==> src/rtl/stereo_write_buffer_if.sv <==
// Sample/CODEC-side signal bundle for stereo_write_buffer.
// The slave modport is the buffer itself; the master modport is the filter/CODEC environment.
interface stereo_write_buffer_if #(
  parameter int DATA_W = 16,
  parameter int DEPTH  = 4,
  parameter int OUT_W  = 24
);
  logic [DATA_W-1:0]      in_left;
  logic                   left_valid;
  logic [DATA_W-1:0]      in_right;
  logic                   right_valid;
  logic                   codec_write_ready;
  logic                   write;
  logic [OUT_W-1:0]       writedata_left;
  logic [OUT_W-1:0]       writedata_right;
  logic [$clog2(DEPTH):0] fifo_count;
  logic                   overflow;
  logic                   pair_error;

  modport slave (
    input  in_left, left_valid, in_right, right_valid, codec_write_ready,
    output write, writedata_left, writedata_right, fifo_count, overflow, pair_error
  );

  modport master (
    output in_left, left_valid, in_right, right_valid, codec_write_ready,
    input  write, writedata_left, writedata_right, fifo_count, overflow, pair_error
  );
endinterface

==> src/rtl/stereo_write_buffer.sv <==
// Pairs independently-timed left/right FIR samples, queues them, and issues one CODEC write per pair.
// Optional MONO_MIX_EN: both lanes carry (left + right) >>> 1 instead of their own channel.
//   state | meaning
//   IDLE  | waiting for a queued pair and codec_write_ready
//   ISSUE | write pulse high for this single cycle
//   WAIT  | one dead cycle so the CODEC can drop write_ready
module stereo_write_buffer #(
  parameter int DATA_W = 16,
  parameter int DEPTH  = 4,
  parameter int OUT_W  = 24
) (
  input logic                  ck,
  input logic                  rst_n,
  stereo_write_buffer_if.slave bus
);
  localparam int AW = $clog2(DEPTH);
  localparam int CW = AW + 1;

  typedef enum logic [1:0] {IDLE, ISSUE, WAIT} state_t;

  state_t            state;
  logic [DATA_W-1:0] hold_l, hold_r;
  logic              f_l, f_r;
  logic [DATA_W-1:0] mem_l [DEPTH];
  logic [DATA_W-1:0] mem_r [DEPTH];
  logic [AW-1:0]     wr_ptr, rd_ptr;
  logic [CW-1:0]     count;
  logic              write_q, overflow_q, pair_error_q;
  logic [OUT_W-1:0]  wd_l, wd_r;

  logic              push, pop, full, accept;
  logic [DATA_W-1:0] lane_l, lane_r;
  logic [OUT_W-1:0]  head_l, head_r;

`ifdef MONO_MIX_EN
  // One extra bit of headroom makes the sum exact; the shift brings it back to DATA_W.
  logic signed [DATA_W:0] mix_sum;
  logic signed [DATA_W:0] mix_half;
  assign mix_sum  = $signed({hold_l[DATA_W-1], hold_l}) + $signed({hold_r[DATA_W-1], hold_r});
  assign mix_half = mix_sum >>> 1;
  assign lane_l   = mix_half[DATA_W-1:0];
  assign lane_r   = mix_half[DATA_W-1:0];
`else
  assign lane_l = hold_l;
  assign lane_r = hold_r;
`endif

  assign push   = f_l & f_r;
  assign pop    = (state == IDLE) && (count != '0) && bus.codec_write_ready;
  assign full   = (count == CW'(DEPTH));
  assign accept = push && (!full || pop);
  assign head_l = OUT_W'(mem_l[rd_ptr]) << (OUT_W - DATA_W);
  assign head_r = OUT_W'(mem_r[rd_ptr]) << (OUT_W - DATA_W);

  always_ff @(posedge ck) begin
    if (accept) begin
      mem_l[wr_ptr] <= lane_l;
      mem_r[wr_ptr] <= lane_r;
    end
  end

  always_ff @(posedge ck) begin
    if (!rst_n) begin
      state        <= IDLE;
      hold_l       <= '0;
      hold_r       <= '0;
      f_l          <= 1'b0;
      f_r          <= 1'b0;
      wr_ptr       <= '0;
      rd_ptr       <= '0;
      count        <= '0;
      write_q      <= 1'b0;
      wd_l         <= '0;
      wd_r         <= '0;
      overflow_q   <= 1'b0;
      pair_error_q <= 1'b0;
    end else begin
      // A new sample re-arms its flag even on the edge the held pair is pushed.
      if (bus.left_valid) begin
        hold_l <= bus.in_left;
        f_l    <= 1'b1;
      end else if (push) begin
        f_l <= 1'b0;
      end
      if (bus.right_valid) begin
        hold_r <= bus.in_right;
        f_r    <= 1'b1;
      end else if (push) begin
        f_r <= 1'b0;
      end
      if ((bus.left_valid && f_l && !f_r) || (bus.right_valid && f_r && !f_l))
        pair_error_q <= 1'b1;
      if (push && !accept)
        overflow_q <= 1'b1;
      if (accept)
        wr_ptr <= wr_ptr + AW'(1);
      if (pop)
        rd_ptr <= rd_ptr + AW'(1);
      count <= count + {{AW{1'b0}}, accept} - {{AW{1'b0}}, pop};

      case (state)
        IDLE: begin
          if (pop) begin
            write_q <= 1'b1;
            wd_l    <= head_l;
            wd_r    <= head_r;
            state   <= ISSUE;
          end
        end
        ISSUE: begin
          write_q <= 1'b0;
          state   <= WAIT;
        end
        WAIT: begin
          state <= IDLE;
        end
        default: begin
          write_q <= 1'b0;
          state   <= IDLE;
        end
      endcase
    end
  end

  assign bus.write           = write_q;
  assign bus.writedata_left  = wd_l;
  assign bus.writedata_right = wd_r;
  assign bus.fifo_count      = count;
  assign bus.overflow        = overflow_q;
  assign bus.pair_error      = pair_error_q;
endmodule

==> src/flat_wrapper.sv <==
// flat-port wrapper written by rule: the top's interface ports become plain ports
module stereo_write_buffer_flat 
#(
  parameter int DATA_W = 16,
  parameter int DEPTH  = 4,
  parameter int OUT_W  = 24
)
  (ck, rst_n, bus_in_left, bus_left_valid, bus_in_right, bus_right_valid, bus_codec_write_ready, bus_write, bus_writedata_left, bus_writedata_right, bus_fifo_count, bus_overflow, bus_pair_error);
  stereo_write_buffer_if #(.DATA_W(DATA_W), .DEPTH(DEPTH), .OUT_W(OUT_W)) bus_i ();
  input logic ck;
  input logic rst_n;
  input wire logic [$bits(bus_i.in_left)-1:0] bus_in_left;
  input wire logic [$bits(bus_i.left_valid)-1:0] bus_left_valid;
  input wire logic [$bits(bus_i.in_right)-1:0] bus_in_right;
  input wire logic [$bits(bus_i.right_valid)-1:0] bus_right_valid;
  input wire logic [$bits(bus_i.codec_write_ready)-1:0] bus_codec_write_ready;
  output wire logic [$bits(bus_i.write)-1:0] bus_write;
  output wire logic [$bits(bus_i.writedata_left)-1:0] bus_writedata_left;
  output wire logic [$bits(bus_i.writedata_right)-1:0] bus_writedata_right;
  output wire logic [$bits(bus_i.fifo_count)-1:0] bus_fifo_count;
  output wire logic [$bits(bus_i.overflow)-1:0] bus_overflow;
  output wire logic [$bits(bus_i.pair_error)-1:0] bus_pair_error;
  assign bus_i.in_left = bus_in_left;
  assign bus_i.left_valid = bus_left_valid;
  assign bus_i.in_right = bus_in_right;
  assign bus_i.right_valid = bus_right_valid;
  assign bus_i.codec_write_ready = bus_codec_write_ready;
  assign bus_write = bus_i.write;
  assign bus_writedata_left = bus_i.writedata_left;
  assign bus_writedata_right = bus_i.writedata_right;
  assign bus_fifo_count = bus_i.fifo_count;
  assign bus_overflow = bus_i.overflow;
  assign bus_pair_error = bus_i.pair_error;
  stereo_write_buffer #(.DATA_W(DATA_W), .DEPTH(DEPTH), .OUT_W(OUT_W)) u_core (.ck(ck), .rst_n(rst_n), .bus(bus_i));
endmodule
==> config.mk <==
export PLATFORM = sky130hd
export DESIGN_NAME = stereo_write_buffer_flat
export DESIGN_NICKNAME = d
export VERILOG_FILES = /design/src/rtl/stereo_write_buffer_if.sv /design/src/rtl/stereo_write_buffer.sv /design/src/flat_wrapper.sv
export SDC_FILE = /design/constraint.sdc
export NUM_CORES = 1
export LEC_CHECK = 0
export BUFFER_PORTS_ARGS = -buffer_cell sky130_fd_sc_hd__buf_2
export CORE_ASPECT_RATIO = 1.2
export CORE_UTILIZATION = 55
export DETAILED_ROUTE_END_ITERATION = 10
export GPL_TIMING_DRIVEN = 0
export PLACE_DENSITY = 0.8
export SYNTH_ARGS = -nofsm -noshare
export SYNTH_HDL_FRONTEND = slang
export SYNTH_SLANG_ARGS = --single-unit
==> constraint.sdc <==
create_clock -name ck -period 3.9 [get_ports ck]
set_input_delay 0.39 -clock ck [delete_from_list [all_inputs] [get_ports ck]]
set_output_delay 0.39 -clock ck [all_outputs]
set_load 0.01 [all_outputs]
==> results of run 1 <==
[per-stage QoR]
step	instances	util (%)	setup slack (ps)	power (W)
after CTS	761	66.59	880.4	0.005242
after global placement	723	61.83	687.0	0.003538
after detailed placement	727	62.46	912.6	0.003587
final	761	66.59	881.0	0.005204
after global routing	761	66.59	694.8	0.005407
after floorplan	483	-	1317	0.003271
[worst min-delay path by stage]
stage | startpoint | endpoint | depth (start not counted)
final | bus_in_right[0] | u_core.hold_r[0] | 3
after global routing | bus_in_right[0] | u_core.hold_r[0] | 3
after CTS | bus_in_right[12] | u_core.hold_r[12] | 3
after detailed placement | u_core.state[1] | u_core.state[1] | 1
after global placement | u_core.state[1] | u_core.state[1] | 1
after floorplan | u_core.state[1] | u_core.state[1] | 1
[kinds of logic after synthesis]
kind of cell / after synthesis / synth area share, %
buffers and inverters: 50 / 3.887
multiplexers: 66 / 13.91
flip-flops: 206 / 70.85
adder cells (fa/ha/maj): 7 / 1.246
other: 1 / 0.04916
AND/OR/NAND/NOR: 97 / 5.478
XOR/XNOR: 1 / 0.1148
AO/OA/AOI/OAI: 40 / 4.461
[layout make-up]
| cell class | instances | area, um2 |
|---|---|---|
| sequential | 206 | 5405 |
| fill | 918 | 4462 |
| multi-input combinational | 227 | 1988 |
| clock buffer | 28 | 509.2 |
| timing repair buffer | 76 | 440.4 |
| buffer | 43 | 270.3 |
| tap | 168 | 210.2 |
| clock inverter | 6 | 41.29 |
| inverter | 7 | 26.28 |
[power groups by stage]
| stage | logic [W] | registers, W | clock network [W] |
|---|---|---|---|
| after floorplan | 0.000622 | 0.00265 | 0 |
| after global placement | 0.000924 | 0.00261 | 0 |
| after detailed placement | 0.000963 | 0.00262 | 0 |
| after CTS | 0.000979 | 0.00258 | 0.00168 |
| after global routing | 0.00104 | 0.00259 | 0.00177 |
| final | 0.000962 | 0.00258 | 0.00166 |
[sequential cells by signal (all words and copies together) (netlist names)]
signal and flops:
u_core.bus.pair_error 1, u_core.hold_r 16, u_core.bus.write 1, u_core.wr_ptr 2
u_core.rd_ptr 2, u_core.f_l 1, u_core.mem_r 64, u_core.bus.writedata_right 16
u_core.f_r 1, u_core.bus.overflow 1, u_core.state 2, u_core.bus.writedata_left 16
u_core.bus.fifo_count 3, u_core.hold_l 16, u_core.mem_l 64
[per-layer routing]
metal,wire length [um],part of all wire [%],track usage [%]
met1,5765,39,26.33
met2,7762,52,38.77
met3,832,5.6,3.621
met4,480,3.2,11.22
met5,0,0,0
[cells in the mapped netlist, types with 2 or more instances]
cell type / n / share of area [%]
nor3_1: 2 / 0.13
a21oi_1: 2 / 0.13
buf_4: 17 / 1.7
ha_1: 6 / 0.98
buf_2: 9 / 0.59
dfxtp_1: 78 / 20
clkbuf_1: 11 / 0.54
mux4_2: 32 / 9.4
mux2i_1: 34 / 4.5
and2_1: 7 / 0.57
nand2_1: 38 / 1.9
inv_1: 7 / 0.34
buf_6: 4 / 0.59
nor2b_1: 3 / 0.25
o2bb2ai_1: 32 / 3.7
nor2_1: 42 / 2.1
edfxtp_1: 128 / 50
[worst max-delay path: stages, from the launching register on]
cell     delay, ps
dfxtp_1        360
nor3_1         730
nor2_2         250
buf_6          230
ha_1           270
inv_1           70
ha_1           150
inv_1           60
fa_1           380
xor2_1         160
and2_1         170
nor3_1         110
==> reports/results.ini, run 1 <==
[worst_setup_path]
crit_path_start_kind = flop
worstRegToRegCells = 11
critPathKind = flop to flop
r2r_slack_ps = 880
worst-path-max-fanout = 10
cp.arrival_ps = 3420
cp-end-kind = flop
crit_end = u_core.bus.fifo_count[2]
timing.rr.start = u_core.bus.fifo_count[2]
crit_path_start = u_core.bus.fifo_count[2]
worstReg2RegEnd = u_core.bus.fifo_count[2]
cp.required_ps = 4300

[layout]
mostFrequentLayoutCells = edfxtp_1, buf_2, dfxtp_1, nor2_1, nand2_1
diodes = 0
design_area_um2 = 8891
area_growth_pct = 16.55
final_common_cell = edfxtp_1
final_nets = 624
drive_above_1_share_pct = 28.50

[global_routing]
grt_overflow = 0
grtUsageTotal_pct = 22.10
grt_first_pass_wirelength_um = 22910
grt_pass1_vias = 4381
antenna_found_initial = 0
grt_max_degree = 25

[timing]
finalHoldViolCount = 0
fin_setup_tns_ps = 0
min_period_ps = 3019
setup_viol = 0
rsz0062_at_grt = no
maxSlewHeadroom_pct = 42.30
tightest_slew_ps = 858.9
maxSlewViolCount = 0
fmax_mhz = 331.2
fin_crit_sh_pct = 77.41
skew_ps = 14.31
fin_hold_ws_ps = 140.1

[clock_network]
cts.path.max_buffers = 3
cts-hold-fix-buffers = 0
cts_root_buf = clkbuf_16
post_cts_resize_count = 0
cts_tree = built
post_cts_buffers = 0
clk_pin_slew_ps = 60
cts_buffers = 19
htreeDepth = 1
clk_latency_ps = 490
clock_sinks = 206

[placed_design]
place_hpwl_um = 9492
placed_area_um2 = 8341
port_buffers = 72
routabilityCongestion = 0.7472

[floorplan]
pin_count = 91
num_rows = 46
die_area_um2 = 14350
die_w_um = 109.5
core_area_um2 = 13350
initial_utilization_pct = 57.13
die_h_um = 131.0

[route]
first_iter_violations = 276
wire_per_inst_um = 19.50
postRouteAntennaNets = 0
num_vias = 4193
drt-total-wl_um = 14840
viasPerCell = 5.510
drc = 0
firstDrtPassIters = 4

[power_and_ir_drop]
p_seq_share_pct = 49.6
p_clk_share_pct = 31.9
switching_power_w = 0.001370
power.internal_w = 0.003834
vdd_drop_max_uv = 414.5
p_sw_share_pct = 26.32
p_per_area_nw_per_um2 = 585.3
p_comb_share_pct = 18.5
p_leak_nw = 3.345

[logic_synthesis]
yosys_warnings = 0
synthArstFlopShare_pct = 0
ys_types = 33
netlist_area_um2 = 7629
synth-edff-count = 128
yosysSeqAreaShare_pct = 70.85
synth_flop_cell = edfxtp_1
syn-mean-instance-area_um2 = 16.30
synth-seq-cells = 206
synthCells = 468

[min_path]
min_path_type = primary input to flop

[job]
maxCapViolations = 0

[outcome]
status = finished clean

Note: power is estimated with default switching activity, not from simulation.
==> run 2, diff against run 1 <==
- clock period: 3.9 -> 3 ns (I/O delays scaled with it)
==> reports/results.ini, run 2 (synthesized netlist as in run 1, its figures left out) <==
[outcome]
status = finished clean

[worst_setup_path]
cp.arrival_ps = 3120
crit_path_start_kind = flop
cp.required_ps = 3410
critPathKind = flop to flop
cp-end-kind = flop
worstRegToRegCells = 12
worst-path-max-fanout = 10

[timing]
fin_hold_ws_ps = 50.14
finalHoldViolCount = 0
maxSlewViolCount = 0
setup_viol = 0
skew_ps = 10.53
maxSlewHeadroom_pct = 53.05
fin_crit_sh_pct = 90.56
rsz0062_at_grt = no
tightest_slew_ps = 704.2
min_period_ps = 2717
setup_ws_ps = 283.1
fmax_mhz = 368.1

[global_routing]
grtUsageTotal_pct = 22.10
grt_pass1_vias = 4379
grt_first_pass_wirelength_um = 22910
antenna_found_initial = 0
grt_max_degree = 25
grt_overflow = 0

[layout]
fillers = 917
diodes = 0
final_nets = 624
drive_above_1_share_pct = 28.67
multi_input_area_um2 = 1998
seq_area_um2 = 5405
final_common_cell = edfxtp_1
area_growth_pct = 16.68
mostFrequentLayoutCells = edfxtp_1, buf_2, dfxtp_1, nor2_1, nand2_1
reg_top3 = u_core.mem_l (64), u_core.mem_r (64)

[placed_design]
place_hpwl_um = 9492
routabilityCongestion = 0.7472
dp_slack_ps = 70.97
port_buffers = 72

[route]
first_iter_violations = 279
route.met2.wl_um = 7717
viasPerCell = 5.524
highest_layer = met4
drc = 0
wire_per_inst_um = 19.50
firstDrtPassIters = 4
drt-total-wl_um = 14840
postRouteAntennaNets = 0
met3WireLength_um = 870
num_vias = 4204
wl_met1_um = 5826

[clock_network]
cts-hold-fix-buffers = 0
clk_pin_slew_ps = 60
cts_tree = built
cts_root_buf = clkbuf_16
clock_sinks = 206
clk_latency_ps = 490
htreeDepth = 1
cts_buffers = 19
cts.path.max_buffers = 3

[floorplan]
num_rows = 46
core_area_um2 = 13350
die_h_um = 131.0
initial_utilization_pct = 57.13
die_area_um2 = 14350
pin_count = 91
die_w_um = 109.5

[power_and_ir_drop]
p_leak_nw = 3.347
vdd_drop_max_uv = 542.8
p_per_area_nw_per_um2 = 761.0

[min_path]
holdPathStages = 3
min_path_type = primary input to flop

[job]
maxCapViolations = 0

==> run 2: metal layers <==
metal / up-vias / global-route usage (%)
met3: 33 / 3.621
met1: 2089 / 26.29
met5: - / 0
li1: 1944 / -
met2: 138 / 38.81
met4: 0 / 11.22
==> run 2: final cells by class <==
class                           instances  share of cell area, %
Timing Repair Buffer                   76                  4.948
Clock buffer                           28                  5.721
Clock inverter                          6                 0.4639
Buffer                                 43                  3.036
Multi-Input combinational cell        227                  22.45
Tap cell                              168                  2.362
Sequential cell                       206                  60.73
Inverter                                7                 0.2952
==> run 2: path summary, 6_finish.rpt <==
check | start | endpoint | slack, ps
min reg2reg | u_core.state[1] | u_core.state[1] | 430
max reg2reg | u_core.state[1] | u_core.bus.fifo_count[2] | 280
max | u_core.state[1] | u_core.bus.fifo_count[2] | 280
min | bus_in_right[0] | u_core.hold_r[0] | 50
==> run 2: timing repair <==
item	4_1_cts	5_1_grt
setup endpoints to repair	1	1
setup buffers	0	0
gates resized for setup	1	1
==> run 2: metrics by stage <==
| stage | std cells | cell area [um2] | setup TNS, ps | util, % | total power (W) |
|---|---|---|---|---|---|
| floorplan | 483 | 7685 | 0 | - | 0.004252 |
| global placement | 723 | 8255 | -14330 | 61.83 | 0.004600 |
| detailed placement | 727 | 8341 | 0 | 62.46 | 0.004663 |
| CTS | 761 | 8896 | 0 | 66.62 | 0.006822 |
| global route | 761 | 8901 | 0 | 66.66 | 0.007042 |
| finish | 761 | 8901 | 0 | 66.66 | 0.006773 |
==> run 2: critical path: stages, from the launching register on <==
cell and delay [ps]:
dfxtp_1 310, or3b_1 390, buf_6 160, nor2_4 250, buf_6 200, ha_1 240
inv_1 70, ha_1 150, inv_1 60, fa_1 380, xor2_1 160, and2_1 170
nor3_1 110
==> run 2: report_power, final <==
| group | switching (W) | internal (W) |
|---|---|---|
| clock | 0.000964 | 0.00119 |
| combinational | 0.000676 | 0.000584 |
| sequential | 0.000143 | 0.00321 |
==> run 3, diff against run 2 <==
- CTS_BUF_LIST: not set -> sky130_fd_sc_hd__clkbuf_2
- clock period: 3 -> 3.04 ns (I/O delays scaled with it)
==> reports/results.ini, run 3 (synthesized netlist as in run 1, its figures left out) <==
[outcome]
status = finished clean

[route]
first_iter_violations = 218
firstDrtPassIters = 4
drc = 0
postRouteAntennaNets = 0
num_vias = 4484
wire_per_inst_um = 17.82
viasPerCell = 5.313
drt-total-wl_um = 15040

[layout]
final_nets = 684
fin_util_pct = 68.06
drive_above_1_share_pct = 32.59
stdcell_count = 844
area_growth_pct = 19.12
final_common_cell = edfxtp_1
mostFrequentLayoutCells = edfxtp_1, buf_2, dfxtp_1, clkbuf_2, nor2_1
reg_top3 = u_core.mem_l (64), u_core.mem_r (64)
design_area_um2 = 9087

[timing]
fin_crit_sh_pct = 92.54
min_period_ps = 2813
rsz0062_at_grt = no
maxSlewHeadroom_pct = 54.11
fmax_mhz = 355.5
skew_ps = 62.39
maxSlewViolCount = 0
tightest_slew_ps = 688.4
setup_viol = 0
finalHoldViolCount = 0
setup_ws_ps = 226.8

[worst_setup_path]
worst-path-max-fanout = 10
slowest_delay_ps = 390
crit_path_top_delay_cell = or3b_1
critPathKind = flop to flop
crit_path_cell_trace = or3b_1, buf_6, nor2_2, buf_6, ha_1, inv_1, ha_1, inv_1, fa_1, xor2_1, and2_1, nor3_1
crit_path_start = u_core.state[1]
cp-end-kind = flop
cp.required_ps = 3690
r2r_slack_ps = 230
cp.arrival_ps = 3460
timing.rr.start = u_core.state[1]
crit_path_start_kind = flop

[placed_design]
placed_area_um2 = 8341
routabilityCongestion = 0.7472
place_hpwl_um = 9492
dp_cells = 727
dp_slack_ps = 111.0
port_buffers = 72

[floorplan]
pin_count = 91
die_w_um = 109.5
num_rows = 46
core_area_um2 = 13350
initial_utilization_pct = 57.13
die_area_um2 = 14350
die_h_um = 131.0

[global_routing]
grt_pass1_vias = 4619
grt_first_pass_wirelength_um = 22950
grt_max_degree = 25
grt_overflow = 0
grtUsageTotal_pct = 22.06
antenna_found_initial = 1

[clock_network]
clock_sinks = 206
cts_buffers = 45
cts.path.max_buffers = 3
post_cts_buffers = 0
htreeDepth = 2
cts_root_buf = clkbuf_2
clk_latency_ps = 720
clk_pin_slew_ps = 110
cts_tree = built

[power_and_ir_drop]
power.total_w = 0.006155
p_per_area_nw_per_um2 = 677.4
vdd_drop_max_uv = 304.5
p_leak_nw = 3.534

[job]
maxCapViolations = 0

[min_path]
hp-start = bus_right_valid
min_path_type = primary input to flop

[run 3: cell type report]
class	instances	area [um2]
multi-input combinational	227	1993
antenna	1	2.502
clock inverter	14	58.81
fill	921	4265
tap	168	210.2
clock buffer	68	340.3
buffer	43	270.3
timing repair buffer	110	780.7
sequential	206	5405
inverter	7	26.28
[run 3: per-layer routing]
layer,track usage [%],vias up,share of wire (%)
li1,-,2095,-
met1,25.01,2179,38
met2,39.59,179,54
met3,4.911,31,5.7
met4,10.20,0,2.2
met5,0,-,0
[run 3: timing repair]
item / in CTS / in global routing
hold buffers: 33 / 1
hold endpoints to repair: 32 / 1
gates resized for setup: 0 / 1
setup endpoints to repair: 0 / 1
[run 3: per-stage QoR]
stage	setup TNS (ps)	hold slack, ps
finish	0	79.59
floorplan	0	383.3
global placement	-9722	390.1
detailed placement	0	404.1
CTS	0	7.799
global route	0	8.393
[run 3: final timing paths]
check,endpoint,depth (start not counted)
max,u_core.bus.fifo_count[2],12
min,u_core.hold_r[5],3
max reg2reg,u_core.bus.fifo_count[2],12
min reg2reg,u_core.state[1],1
[run 3: report_power, final]
part	switching [W]	internal, W	total [W]
clock network	0.000989	0.000598	0.00159
logic	0.000659	0.000603	0.00126
registers	0.000140	0.00317	0.00331
[run 3: critical path: cells and delay by family, from the launching register on]
| family | cells | cell delay, ps |
|---|---|---|
| flops | 1 | 320 |
| simple gates | 4 | 1050 |
| buf+inv | 4 | 500 |
| fa+ha+maj | 3 | 770 |
| xor+xnor | 1 | 160 |
